File: src/rtl/monpro_arbiter_pkg.sv
// Shared constants and types for the MonPro arbiter.
//   DATA_WIDTH / TOTAL_ADDR : operand word width and words per operand
//   WRITEOUT                : engine state code that marks result streaming
//   arb_state_e             : arbiter FSM states
package monpro_arbiter_pkg;

  localparam int unsigned DATA_WIDTH = 128;
  localparam int unsigned TOTAL_ADDR = 32;
  localparam int unsigned ADDR_W     = $clog2(TOTAL_ADDR);
  // LOAD counts 0 .. 2*TOTAL_ADDR+1
  localparam int unsigned CNT_W      = $clog2(2 * TOTAL_ADDR + 2);
  localparam int unsigned WD_W       = 16;

  localparam logic [4:0] WRITEOUT = 5'd12;

  typedef enum logic [2:0] {
    ArbIdle,
    ArbStart,
    ArbLoad,
    ArbWait,
    ArbDrain
  } arb_state_e;

endpackage

File: src/rtl/monpro_arbiter_if.sv
// Bus bundle between the arbiter, its two requesters and the MonPro engine.
//   slave  : arbiter side (samples req/read data/engine, drives everything else)
//   master : environment side (requesters, operand memories, engine)
interface monpro_arbiter_if;
  import monpro_arbiter_pkg::*;

  logic [1:0]            req;
  logic [1:0]            gnt;
  logic                  rd_en;
  logic                  rd_sel;
  logic [ADDR_W-1:0]     rd_addr;
  logic [DATA_WIDTH-1:0] rd_data0;
  logic [DATA_WIDTH-1:0] rd_data1;
  logic                  mp_start;
  logic [DATA_WIDTH-1:0] mp_inp;
  logic [4:0]            mp_state;
  logic [DATA_WIDTH-1:0] mp_outp;
  logic [1:0]            rsp_valid;
  logic [ADDR_W-1:0]     rsp_idx;
  logic [DATA_WIDTH-1:0] rsp_data;
  logic                  rsp_last;
  logic                  err;
  logic                  busy;

  modport slave (
    input  req, rd_data0, rd_data1, mp_state, mp_outp,
    output gnt, rd_en, rd_sel, rd_addr, mp_start, mp_inp,
           rsp_valid, rsp_idx, rsp_data, rsp_last, err, busy
  );

  modport master (
    output req, rd_data0, rd_data1, mp_state, mp_outp,
    input  gnt, rd_en, rd_sel, rd_addr, mp_start, mp_inp,
           rsp_valid, rsp_idx, rsp_data, rsp_last, err, busy
  );

endinterface

File: src/rtl/monpro_arbiter_rr_pick2.sv
// Combinational round-robin selector for two requesters.
//   req_i        : request levels
//   last_owner_i : requester served last; loses a tie
//   pick_o       : one-hot selection (zero when nobody requests)
//   valid_o      : at least one request present
module monpro_arbiter_rr_pick2 (
  input  logic [1:0] req_i,
  input  logic       last_owner_i,
  output logic [1:0] pick_o,
  output logic       valid_o
);

  always_comb begin
    pick_o = req_i;
    if (req_i == 2'b11) begin
      pick_o = last_owner_i ? 2'b01 : 2'b10;
    end
  end

  assign valid_o = |req_i;

endmodule

File: src/rtl/monpro_arbiter.sv
// Shares one MonPro engine between two requesters, one full Montgomery
// product per grant: read A/B from the owner, stream them to the engine,
// wait for WRITEOUT (with watchdog), return the result words, release.
//   clk, reset : clock and asynchronous active-high reset
//   bus        : requester handshake, operand read port, engine port,
//                result stream, err pulse and busy flag
module monpro_arbiter
  import monpro_arbiter_pkg::*;
#(
  parameter int unsigned TIMEOUT = 65535
) (
  input logic             clk,
  input logic             reset,
  monpro_arbiter_if.slave bus
);

  localparam logic [CNT_W-1:0] GapCnt    = CNT_W'(TOTAL_ADDR);
  localparam logic [CNT_W-1:0] LoadLast  = CNT_W'(2 * TOTAL_ADDR + 1);
  localparam logic [CNT_W-1:0] DrainLast = CNT_W'(TOTAL_ADDR - 1);
  localparam logic [WD_W-1:0]  WdLimit   = WD_W'(TIMEOUT);

  arb_state_e       state_q, state_d;
  logic [CNT_W-1:0] cnt_q, cnt_d;
  logic [WD_W-1:0]  wd_q, wd_d, wd_inc;
  logic [1:0]       gnt_q, gnt_d;
  logic             owner_q, owner_d;
  logic             last_owner_q, last_owner_d;
  logic             mp_start_q, mp_start_d;
  logic             rd_vld_q, rd_vld_d;
  logic             err_q, err_d;
  logic             rel;

  logic [1:0]            pick;
  logic                  pick_valid;
  logic                  rd_en, rd_sel;
  logic [ADDR_W-1:0]     rd_addr;
  logic [1:0]            rsp_valid;
  logic [ADDR_W-1:0]     rsp_idx;
  logic [DATA_WIDTH-1:0] rsp_data;
  logic                  rsp_last;

  monpro_arbiter_rr_pick2 u_pick (
    .req_i       (bus.req),
    .last_owner_i(last_owner_q),
    .pick_o      (pick),
    .valid_o     (pick_valid)
  );

  always_comb begin
    state_d      = state_q;
    cnt_d        = cnt_q;
    wd_d         = wd_q;
    gnt_d        = gnt_q;
    owner_d      = owner_q;
    last_owner_d = last_owner_q;
    mp_start_d   = mp_start_q;
    rd_vld_d     = 1'b0;
    err_d        = 1'b0;
    rel          = 1'b0;
    rd_en        = 1'b0;
    rd_sel       = 1'b0;
    rd_addr      = '0;
    rsp_valid    = '0;
    rsp_idx      = '0;
    rsp_data     = '0;
    rsp_last     = 1'b0;
    wd_inc       = (wd_q == '1) ? wd_q : wd_q + WD_W'(1);

    unique case (state_q)
      ArbIdle: begin
        if (pick_valid) begin
          gnt_d   = pick;
          owner_d = pick[1];
          state_d = ArbStart;
        end
      end
      ArbStart: begin
        mp_start_d = 1'b1;
        cnt_d      = '0;
        state_d    = ArbLoad;
      end
      ArbLoad: begin
        // A words, one gap slot at cnt == TOTAL_ADDR, then B words
        if (cnt_q < GapCnt) begin
          rd_en   = 1'b1;
          rd_addr = cnt_q[ADDR_W-1:0];
        end else if (cnt_q > GapCnt && cnt_q != LoadLast) begin
          rd_en   = 1'b1;
          rd_sel  = 1'b1;
          rd_addr = ADDR_W'(cnt_q - GapCnt - CNT_W'(1));
        end
        rd_vld_d = rd_en;
        if (cnt_q == LoadLast) begin
          wd_d    = '0;
          state_d = ArbWait;
        end else begin
          cnt_d = cnt_q + CNT_W'(1);
        end
      end
      ArbWait: begin
        if (bus.mp_state == WRITEOUT) begin
          cnt_d   = '0;
          state_d = ArbDrain;
        end else begin
          wd_d = wd_inc;
          if (wd_inc == WdLimit) begin
            err_d = 1'b1;
            rel   = 1'b1;
          end
        end
      end
      ArbDrain: begin
        rsp_valid[owner_q] = 1'b1;
        rsp_data           = bus.mp_outp;
        rsp_idx            = cnt_q[ADDR_W-1:0];
        if (cnt_q == DrainLast) begin
          rsp_last = 1'b1;
          rel      = 1'b1;
        end else begin
          cnt_d = cnt_q + CNT_W'(1);
        end
      end
      default: state_d = ArbIdle;
    endcase

    if (rel) begin
      gnt_d        = '0;
      mp_start_d   = 1'b0;
      rd_vld_d     = 1'b0;
      last_owner_d = owner_q;
      state_d      = ArbIdle;
    end
  end

  always_ff @(posedge clk or posedge reset) begin
    if (reset) begin
      state_q      <= ArbIdle;
      cnt_q        <= '0;
      wd_q         <= '0;
      gnt_q        <= '0;
      owner_q      <= 1'b0;
      last_owner_q <= 1'b1;
      mp_start_q   <= 1'b0;
      rd_vld_q     <= 1'b0;
      err_q        <= 1'b0;
    end else begin
      state_q      <= state_d;
      cnt_q        <= cnt_d;
      wd_q         <= wd_d;
      gnt_q        <= gnt_d;
      owner_q      <= owner_d;
      last_owner_q <= last_owner_d;
      mp_start_q   <= mp_start_d;
      rd_vld_q     <= rd_vld_d;
      err_q        <= err_d;
    end
  end

  assign bus.gnt       = gnt_q;
  assign bus.rd_en     = rd_en;
  assign bus.rd_sel    = rd_sel;
  assign bus.rd_addr   = rd_addr;
  assign bus.mp_start  = mp_start_q;
  // Read data arrives the cycle after rd_en; the registered strobe gates the
  // owner's word straight onto the engine input, zero otherwise.
  assign bus.mp_inp    = rd_vld_q ? (owner_q ? bus.rd_data1 : bus.rd_data0) : '0;
  assign bus.rsp_valid = rsp_valid;
  assign bus.rsp_idx   = rsp_idx;
  assign bus.rsp_data  = rsp_data;
  assign bus.rsp_last  = rsp_last;
  assign bus.err       = err_q;
  assign bus.busy      = (state_q != ArbIdle);

endmodule

File: src/flat_wrapper.sv
// flat-port wrapper written by rule: the top's interface ports become plain ports
module monpro_arbiter_flat import monpro_arbiter_pkg::*;
#(
  parameter int unsigned TIMEOUT = 65535
)
  (clk, reset, bus_req, bus_rd_data0, bus_rd_data1, bus_mp_state, bus_mp_outp, bus_gnt, bus_rd_en, bus_rd_sel, bus_rd_addr, bus_mp_start, bus_mp_inp, bus_rsp_valid, bus_rsp_idx, bus_rsp_data, bus_rsp_last, bus_err, bus_busy);
  monpro_arbiter_if bus_i ();
  input logic clk;
  input logic reset;
  input wire logic [$bits(bus_i.req)-1:0] bus_req;
  input wire logic [$bits(bus_i.rd_data0)-1:0] bus_rd_data0;
  input wire logic [$bits(bus_i.rd_data1)-1:0] bus_rd_data1;
  input wire logic [$bits(bus_i.mp_state)-1:0] bus_mp_state;
  input wire logic [$bits(bus_i.mp_outp)-1:0] bus_mp_outp;
  output wire logic [$bits(bus_i.gnt)-1:0] bus_gnt;
  output wire logic [$bits(bus_i.rd_en)-1:0] bus_rd_en;
  output wire logic [$bits(bus_i.rd_sel)-1:0] bus_rd_sel;
  output wire logic [$bits(bus_i.rd_addr)-1:0] bus_rd_addr;
  output wire logic [$bits(bus_i.mp_start)-1:0] bus_mp_start;
  output wire logic [$bits(bus_i.mp_inp)-1:0] bus_mp_inp;
  output wire logic [$bits(bus_i.rsp_valid)-1:0] bus_rsp_valid;
  output wire logic [$bits(bus_i.rsp_idx)-1:0] bus_rsp_idx;
  output wire logic [$bits(bus_i.rsp_data)-1:0] bus_rsp_data;
  output wire logic [$bits(bus_i.rsp_last)-1:0] bus_rsp_last;
  output wire logic [$bits(bus_i.err)-1:0] bus_err;
  output wire logic [$bits(bus_i.busy)-1:0] bus_busy;
  assign bus_i.req = bus_req;
  assign bus_i.rd_data0 = bus_rd_data0;
  assign bus_i.rd_data1 = bus_rd_data1;
  assign bus_i.mp_state = bus_mp_state;
  assign bus_i.mp_outp = bus_mp_outp;
  assign bus_gnt = bus_i.gnt;
  assign bus_rd_en = bus_i.rd_en;
  assign bus_rd_sel = bus_i.rd_sel;
  assign bus_rd_addr = bus_i.rd_addr;
  assign bus_mp_start = bus_i.mp_start;
  assign bus_mp_inp = bus_i.mp_inp;
  assign bus_rsp_valid = bus_i.rsp_valid;
  assign bus_rsp_idx = bus_i.rsp_idx;
  assign bus_rsp_data = bus_i.rsp_data;
  assign bus_rsp_last = bus_i.rsp_last;
  assign bus_err = bus_i.err;
  assign bus_busy = bus_i.busy;
  monpro_arbiter #(.TIMEOUT(TIMEOUT)) u_core (.clk(clk), .reset(reset), .bus(bus_i));
endmodule
File: config.mk
export PLATFORM = sky130hd
export DESIGN_NAME = monpro_arbiter_flat
export DESIGN_NICKNAME = d
export VERILOG_FILES = /design/src/rtl/monpro_arbiter_pkg.sv /design/src/rtl/monpro_arbiter_if.sv /design/src/rtl/monpro_arbiter_rr_pick2.sv /design/src/rtl/monpro_arbiter.sv /design/src/flat_wrapper.sv
export SDC_FILE = /design/constraint.sdc
export NUM_CORES = 1
export LEC_CHECK = 0
export ABC_AREA = 1
export CAP_MARGIN = 10
export CORE_AREA = 5 5 260 262
export DETAILED_ROUTE_END_ITERATION = 12
export DIE_AREA = 0 0 265 267
export SYNTH_ARGS = -nofsm -noshare
export SYNTH_HDL_FRONTEND = slang
export SYNTH_HIERARCHICAL = 1
export SYNTH_SLANG_ARGS = --single-unit
File: constraint.sdc
create_clock -name clk -period 3.6 [get_ports clk]
set_input_delay 0.72 -clock clk [delete_from_list [all_inputs] [get_ports clk]]
set_output_delay 0.72 -clock clk [all_outputs]
set_load 0.01 [all_outputs]
==> reports/metrics.cfg, run 1 <==
[detailed_routing]
wl_um = 49280
drt_pass1_iterations = 5
viasPerCell = 3.572
vias = 9180
drtAntennaViolNets = 0
drc = 0
avgRoutedWirePerCell_um = 19.17
first_iter_violations = 730

[synth]
synthArstFlopShare_pct = 100.0
synth_area_leaders = nor2_1 (32%), dfrtp_1 (15%), o21ai_0 (14%), inv_1 (13%), nand2_1 (6.6%)
synthTopCellsByCount = nor2_1 (435), inv_1 (180), o21ai_0 (150), nand2_1 (91), clkbuf_1 (58)
synth-main-ff-cell = dfrtp_1
syn_area_per_cell_um2 = 4.896
netlist_instances = 1058
synth-seq-cells = 33
yosys.area.top_type = nor2_1
synth.distinct_cells = 31
synth_nets = 1456
ys_warn_count = 6
seq_area_frac_synth_pct = 15.97
synth.top_cell.area_share_pct = 31.52
synth_area_um2 = 5180
post-synth-top-count-cell = nor2_1
synth_edf_count = 0

[place]
dp_hpwl_um = 43400
gp_congestion = 0.9236
dpl-instance-area_um2 = 12880
place_ws_ps = 556.2
dp.cells = 2543
port-buffer-count = 668

[sta]
worst_pin_slew_ps = 599.9
setup_viol = 0
fin_skew_ps = 7.827
rsz0062_at_grt = false
whs_ps = 565.5
fmax_ghz = 0.3192
hold_viol = 0
worst_slack_ps = 466.9
relSlewSlack_pct = 59.58
drv_slew = 0
min_period_ps = 3133
fin_crit_sh_pct = 87.03
tns_ps = 0

[floorplanning]
die_w_um = 265
boundaryPins = 669
die_h_um = 267
fp-row-count = 94
start_util_pct = 7.950
coreArea_um2 = 65160
die_area_um2 = 70760

[run]
maxCapViolCount = 0

[critical_path]
r2r-end = u_core/bus.mp_start
path_buf_inv = 3
rr_startpoint = u_core/wd_q[0]
r2r_slack_ps = 1200
cp_slowest_cell = clkdlybuf4s50_1
critPathCaptureType = primary output
start_kind = flop
cp-endpoint = bus_rd_addr[2]
crit_path_start = u_core/cnt_q[0]
worstPathArrival_ps = 2410
worstSetupPathType = flop to primary output
rr_worst_depth = 12
cpLargestDelayFamily = buffers and inverters
worstPathRequired_ps = 2880
crit_chain = clkinv_1 -> ha_1 -> nand3_1 -> nand3_1 -> a21oi_1 -> inv_1 -> a21oi_1 -> clkdlybuf4s50_1
cp_slowest_stage_delay_ps = 570
critPathMaxFanout = 9
crit_cells = 8

[global_routing]
overflow = 0
grt_pass1_vias = 8970
grt_first_pass_wirelength_um = 65210
grt_max_degree = 127
track_usage_pct = 12.57
antenna_found_initial = 47

[pwr]
ir_drop_v = 0.0001969
power.density_nw_per_um2 = 418.3
power_leakage_nw = 5.541
totalPowerFinal_mw = 5.480

[clock_tree]
cts_buffers = 5
cts_tree = built
cts_resized = 0
htree_levels = 2
postCtsSetupBuffers = 0
cts.sinks = 33
clockRootBuffer = clkbuf_16
clkTransAtPathRegs_ps = 50
worstSkewPairLatency_ps = 280
clockBufferDepth = 2
ctsHoldBuffers = 0

[layout]
filler_cell_count = 7454
fin_nets = 2084
utilization_pct = 20.11
area_delta_synth_final_pct = 152.9
design_area_um2 = 13100
layout-drive-gt1-share_pct = 2.667
fin_cells = 2570

[run_status]
status = finished, final reports clean

[worst_hold_path]
hp-class = flop to flop

## how the worst min path moves through the flow
stage / startpoint / cells after the start / end
6_report: u_core/state_q[1] / 2 / u_core/state_q[1]
2_1_floorplan: u_core/state_q[1] / 2 / u_core/state_q[1]
5_1_grt: u_core/bus.mp_start / 2 / u_core/bus.mp_start
3_3_place_gp: u_core/state_q[1] / 2 / u_core/state_q[1]
3_5_place_dp: u_core/state_q[1] / 2 / u_core/state_q[1]
4_1_cts: u_core/state_q[1] / 2 / u_core/state_q[1]
## cells in the final DEF, fill, tap and decap left out, types with 2 or more instances in the layout
cell               n
inv_1            179
xor2_1             9
nand2_1           90
diode_2           19
inv_2              2
nand2_4            2
buf_4              9
a22o_1             2
o21ai_0          150
dfrtp_1           30
nand3_1           27
ha_1               5
buf_12             4
clkbuf_16          5
nor2_1           435
nor2_4             2
clkdlybuf4s50_1  668
nand2_2            8
nor3_1             4
nor2_2             4
dfrtp_4            2
nand4_1           18
o22ai_1            6
a21oi_1           12
## sequential cells by signal, summed over array words and instances, names as in the netlist
signal / count
u_core/bus.err: 1
u_core/bus.gnt: 2
u_core/bus.mp_start: 1
u_core/cnt_q: 7
u_core/last_owner_q: 1
u_core/owner_q: 1
u_core/rd_vld_q: 1
u_core/state_q: 3
u_core/wd_q: 16
## power breakdown
group	internal (mW)	leakage (nW)	switching [mW]
Combinational	1.98	5.03	2.31
Clock	0.346	0.0842	0.162
Sequential	0.481	0.426	0.204
Total	2.81	5.54	2.67
## layer usage
layer,vias up,routed length (um),global-route usage (%)
li1,4479,-,-
met1,4027,17750,13.64
met2,581,23210,21.45
met3,79,6441,6.305
met4,14,1780,4.098
met5,-,92,0
## cells by family (layout without fill, tap and decap cells)
family / Yosys count / count (layout) / synth area share, %
compound gates: 175 / 175 / 17.46
xor+xnor: 9 / 9 / 1.522
fa+ha+maj: 5 / 5 / 1.208
buf+inv: 243 / 872 / 17.75
flops: 33 / 33 / 15.97
other cells: 0 / 19 / 0
simple gates: 593 / 593 / 46.09
## cell type report
type | instances | area (um^2) | share of cell area, %
multi-input cells | 782 | 3441 | 26.27
inverters | 183 | 689.4 | 5.263
flip-flops and latches | 33 | 834.6 | 6.371
diodes | 19 | 47.55 | 0.3629
repair buffers | 681 | 6834 | 52.17
clock inverters | 1 | 30.03 | 0.2292
clock buffers | 7 | 142.6 | 1.089
well taps | 864 | 1081 | 8.252
## worst reg2reg max path, delay by kind of cell (launching register included)
| family | cells | cell delay (ps) |
|---|---|---|
| and+or+nand+nor | 8 | 1190 |
| DFF | 1 | 440 |
| adders and majority gates | 1 | 340 |
| AOI/OAI and AO/OA | 2 | 230 |
| buffers and inverters | 1 | 90 |
Note: power is estimated with default switching activity, not from simulation.
==> run 2: changes to the inputs <==
--- a/config.mk
+++ b/config.mk
@@ -5,11 +5,12 @@
 export SDC_FILE = /design/constraint.sdc
 export NUM_CORES = 1
 export LEC_CHECK = 0
-export ABC_AREA = 1
 export CAP_MARGIN = 10
-export CORE_AREA = 5 5 260 262
+export CORE_AREA = 5 5 255 257
 export DETAILED_ROUTE_END_ITERATION = 12
-export DIE_AREA = 0 0 265 267
+export DIE_AREA = 0 0 260 262
+export DONT_BUFFER_PORTS = 1
+export SKIP_CTS_REPAIR_TIMING = 1
 export SYNTH_ARGS = -nofsm -noshare
 export SYNTH_HDL_FRONTEND = slang
 export SYNTH_HIERARCHICAL = 1
==> run 2 against run 1 <==
  * Highest routed layer unchanged
  * Fmax increased by 7.8%
  * Synthesized cell count decreased by 31%
  * Critical path depth fell by 4
  * Non-clock buffer count decreased by 661
  * Sequential share of layout area increased by 6.0 points
  * Clock power about the same
  * Die area fell by 3.7%
  * Sequential power down 46%
  * Core utilization shrank 9.3 points
  * Register-to-register slack worse by 370 ps
  * Combinational power down 96%
  * Largest cell class is now multi-input gates
==> reports/metrics.cfg, run 2 <==
[place]
gp_congestion = 0.8775
dp_hpwl_um = 45230
port-buffer-count = 0

[synth]
synth_edf_count = 0
synth.distinct_cells = 67
synth.top_cell.area_share_pct = 23.62
ys_warn_count = 6
synth_nets = 1129
syn_area_per_cell_um2 = 7.594
synth-seq-cells = 33
synthArstFlopShare_pct = 100.0
post-synth-top-count-cell = and3_1
synth_area_um2 = 5552
netlist_instances = 731
synthTopCellsByCount = and3_1 (135), mux2i_1 (131), nor2b_1 (130), clkbuf_1 (56)
seq_area_frac_synth_pct = 14.90
synth_area_leaders = mux2i_1 (24%), and3_1 (15%), nor2b_1 (15%), dfrtp_1 (14%), clkbuf_1 (3.8%)
yosys.area.top_type = mux2i_1
synth-main-ff-cell = dfrtp_1

[sta]
min_period_ps = 2907
worst_pin_slew_ps = 986.0
fin_crit_sh_pct = 80.75
setup_viol = 0
hold_viol = 0
tns_ps = 0
rsz0062_at_grt = false
relSlewSlack_pct = 34.02
drv_slew = 0
fin_skew_ps = 8.535
fmax_ghz = 0.3440

[critical_path]
start_kind = flop
cp_slowest_stage_delay_ps = 640
rr_startpoint = u_core/wd_q[0]
critPathCaptureType = primary output
crit_chain = buf_4 -> and2_1 -> nand3_1 -> inv_1
worstPathRequired_ps = 2880
r2r-end = u_core/last_owner_q
r2r_slack_ps = 830
critPathMaxFanout = 125
cp_slowest_cell = buf_4
worstSetupPathType = flop to primary output
worstPathArrival_ps = 2190
rr_worst_depth = 8

[pwr]
combPwrFrac_pct = 15.4
pwr-share-clk_pct = 49.0
p_seq_share_pct = 35.6
power.density_nw_per_um2 = 154.1
power_leakage_nw = 2.462
p_sw_uw = 274.2
switching_share_pct = 26.33
ir_drop_v = 0.0002068
internal_power_uw = 767.2

[floorplanning]
die_area_um2 = 68120
fp-row-count = 92
die_w_um = 260
boundaryPins = 669
die_h_um = 262
start_util_pct = 8.882
coreArea_um2 = 62500

[clock_tree]
clockBufferDepth = 2
cts_tree = built
clockRootBuffer = clkbuf_16
worstSkewPairLatency_ps = 280
htree_levels = 2
cts_buffers = 5
clkTransAtPathRegs_ps = 60
cts.sinks = 33

[layout]
layout-drive-gt1-share_pct = 8.151
final_common_cell = and3_1
final_cell_mix = and3_1 (135), mux2i_1 (131), nor2b_1 (130), o21ai_0 (32), nor2_1 (31)
largest_register_ffs = 16
fin_nets = 1084
largest_registers = u_core/wd_q x16, u_core/cnt_q x7, u_core/state_q x3
area_delta_synth_final_pct = 21.73
top_register = u_core/wd_q
utilization_pct = 10.81

[run_status]
status = finished, final reports clean

[global_routing]
grt_first_pass_wirelength_um = 58300
antenna_found_initial = 90
overflow = 0
use_met1_pct = 13.32
use_met2_pct = 23.68
grt_max_degree = 126
track_usage_pct = 13.08
gr-usage-met3_pct = 6.072
top_usage_layer = met2
grt_pass1_vias = 5366

[detailed_routing]
first_iter_violations = 400
viasPerCell = 3.907
wl_um = 50060
vias = 6095
drtAntennaViolNets = 0
avgRoutedWirePerCell_um = 32.09
drc = 0
drt_pass1_iterations = 5

[worst_hold_path]
hp-class = primary input to async pin

[run]
maxCapViolCount = 0

-- run 2: changes by cell type after synthesis, sizes merged, moves of 73 or more --
cell / change
and3: +137
nand2: -73
nor2: -408
o21ai: -119
inv: -169
nor2b: +130
mux2i: +131
-- run 2: layer usage --
layer / part of all wire [%] / vias to the layer above
met5: 0.26 / -
met4: 4.0 / 20
met3: 13 / 153
met2: 51 / 636
met1: 32 / 2761
li1: - / 2525
-- run 2: worst max path at each step --
stage               cells after the start               from                   to
floorplan                               6    u_core/cnt_q[0]       bus_rd_addr[1]
global placement                        8     u_core/wd_q[0]  u_core/last_owner_q
detailed placement                      8     u_core/wd_q[0]  u_core/last_owner_q
CTS                                     7  u_core/state_q[2]       bus_rd_addr[1]
global route                            4  u_core/state_q[2]         bus_rsp_last
finish                                  4  u_core/state_q[2]         bus_rsp_last
-- run 2: final cells by class --
class / count / area [um^2]
Antenna cell: 27 / 67.56
Clock buffer: 7 / 142.6
Clock inverter: 1 / 30.03
Fill cell: 7248 / 55750
Inverter: 13 / 48.80
Multi-Input combinational cell: 613 / 4384
Sequential cell: 33 / 838.3
Tap cell: 846 / 1059
Timing Repair Buffer: 20 / 187.7
-- run 2: power by group through the flow --
stage	Combinational (mW)	Sequential, mW	Clock, mW
floorplan	0.127	0.378	0
global placement	0.159	0.378	0
detailed placement	0.161	0.378	0
CTS	0.161	0.371	0.517
global route	0.173	0.371	0.536
finish	0.160	0.371	0.510
-- run 2: kinds of logic after synthesis --
kind of cell / share of synthesized area, %
XOR/XNOR: 0.9468
AO/OA/AOI/OAI: 10.16
multiplexers: 24.50
adder cells (fa/ha/maj): 1.127
flip-flops: 14.90
AND/OR/NAND/NOR: 42.10
buffers and inverters: 6.265
-- run 2: stage by stage --
step           hold slack, ps  instance area [um^2]  worst slack, ps  cells  power (mW)
6_report                433.1                  6758            692.9   1560       1.041
5_1_grt                 507.7                  6728            479.7   1548       1.081
4_1_cts                 457.2                  6690            642.4   1533       1.050
3_5_place_dp            566.7                  6518            848.6   1525      0.5386
3_3_place_gp            548.4                  6518            933.3   1525      0.5370
2_1_floorplan           522.4                  5552             1246    731      0.5043
-- run 2: critical path: cells and delay by family, from the launching register on --
family	cells	cell delay, ps
DFF	1	530
and+or+nand+nor	2	500
buffers and inverters	2	840
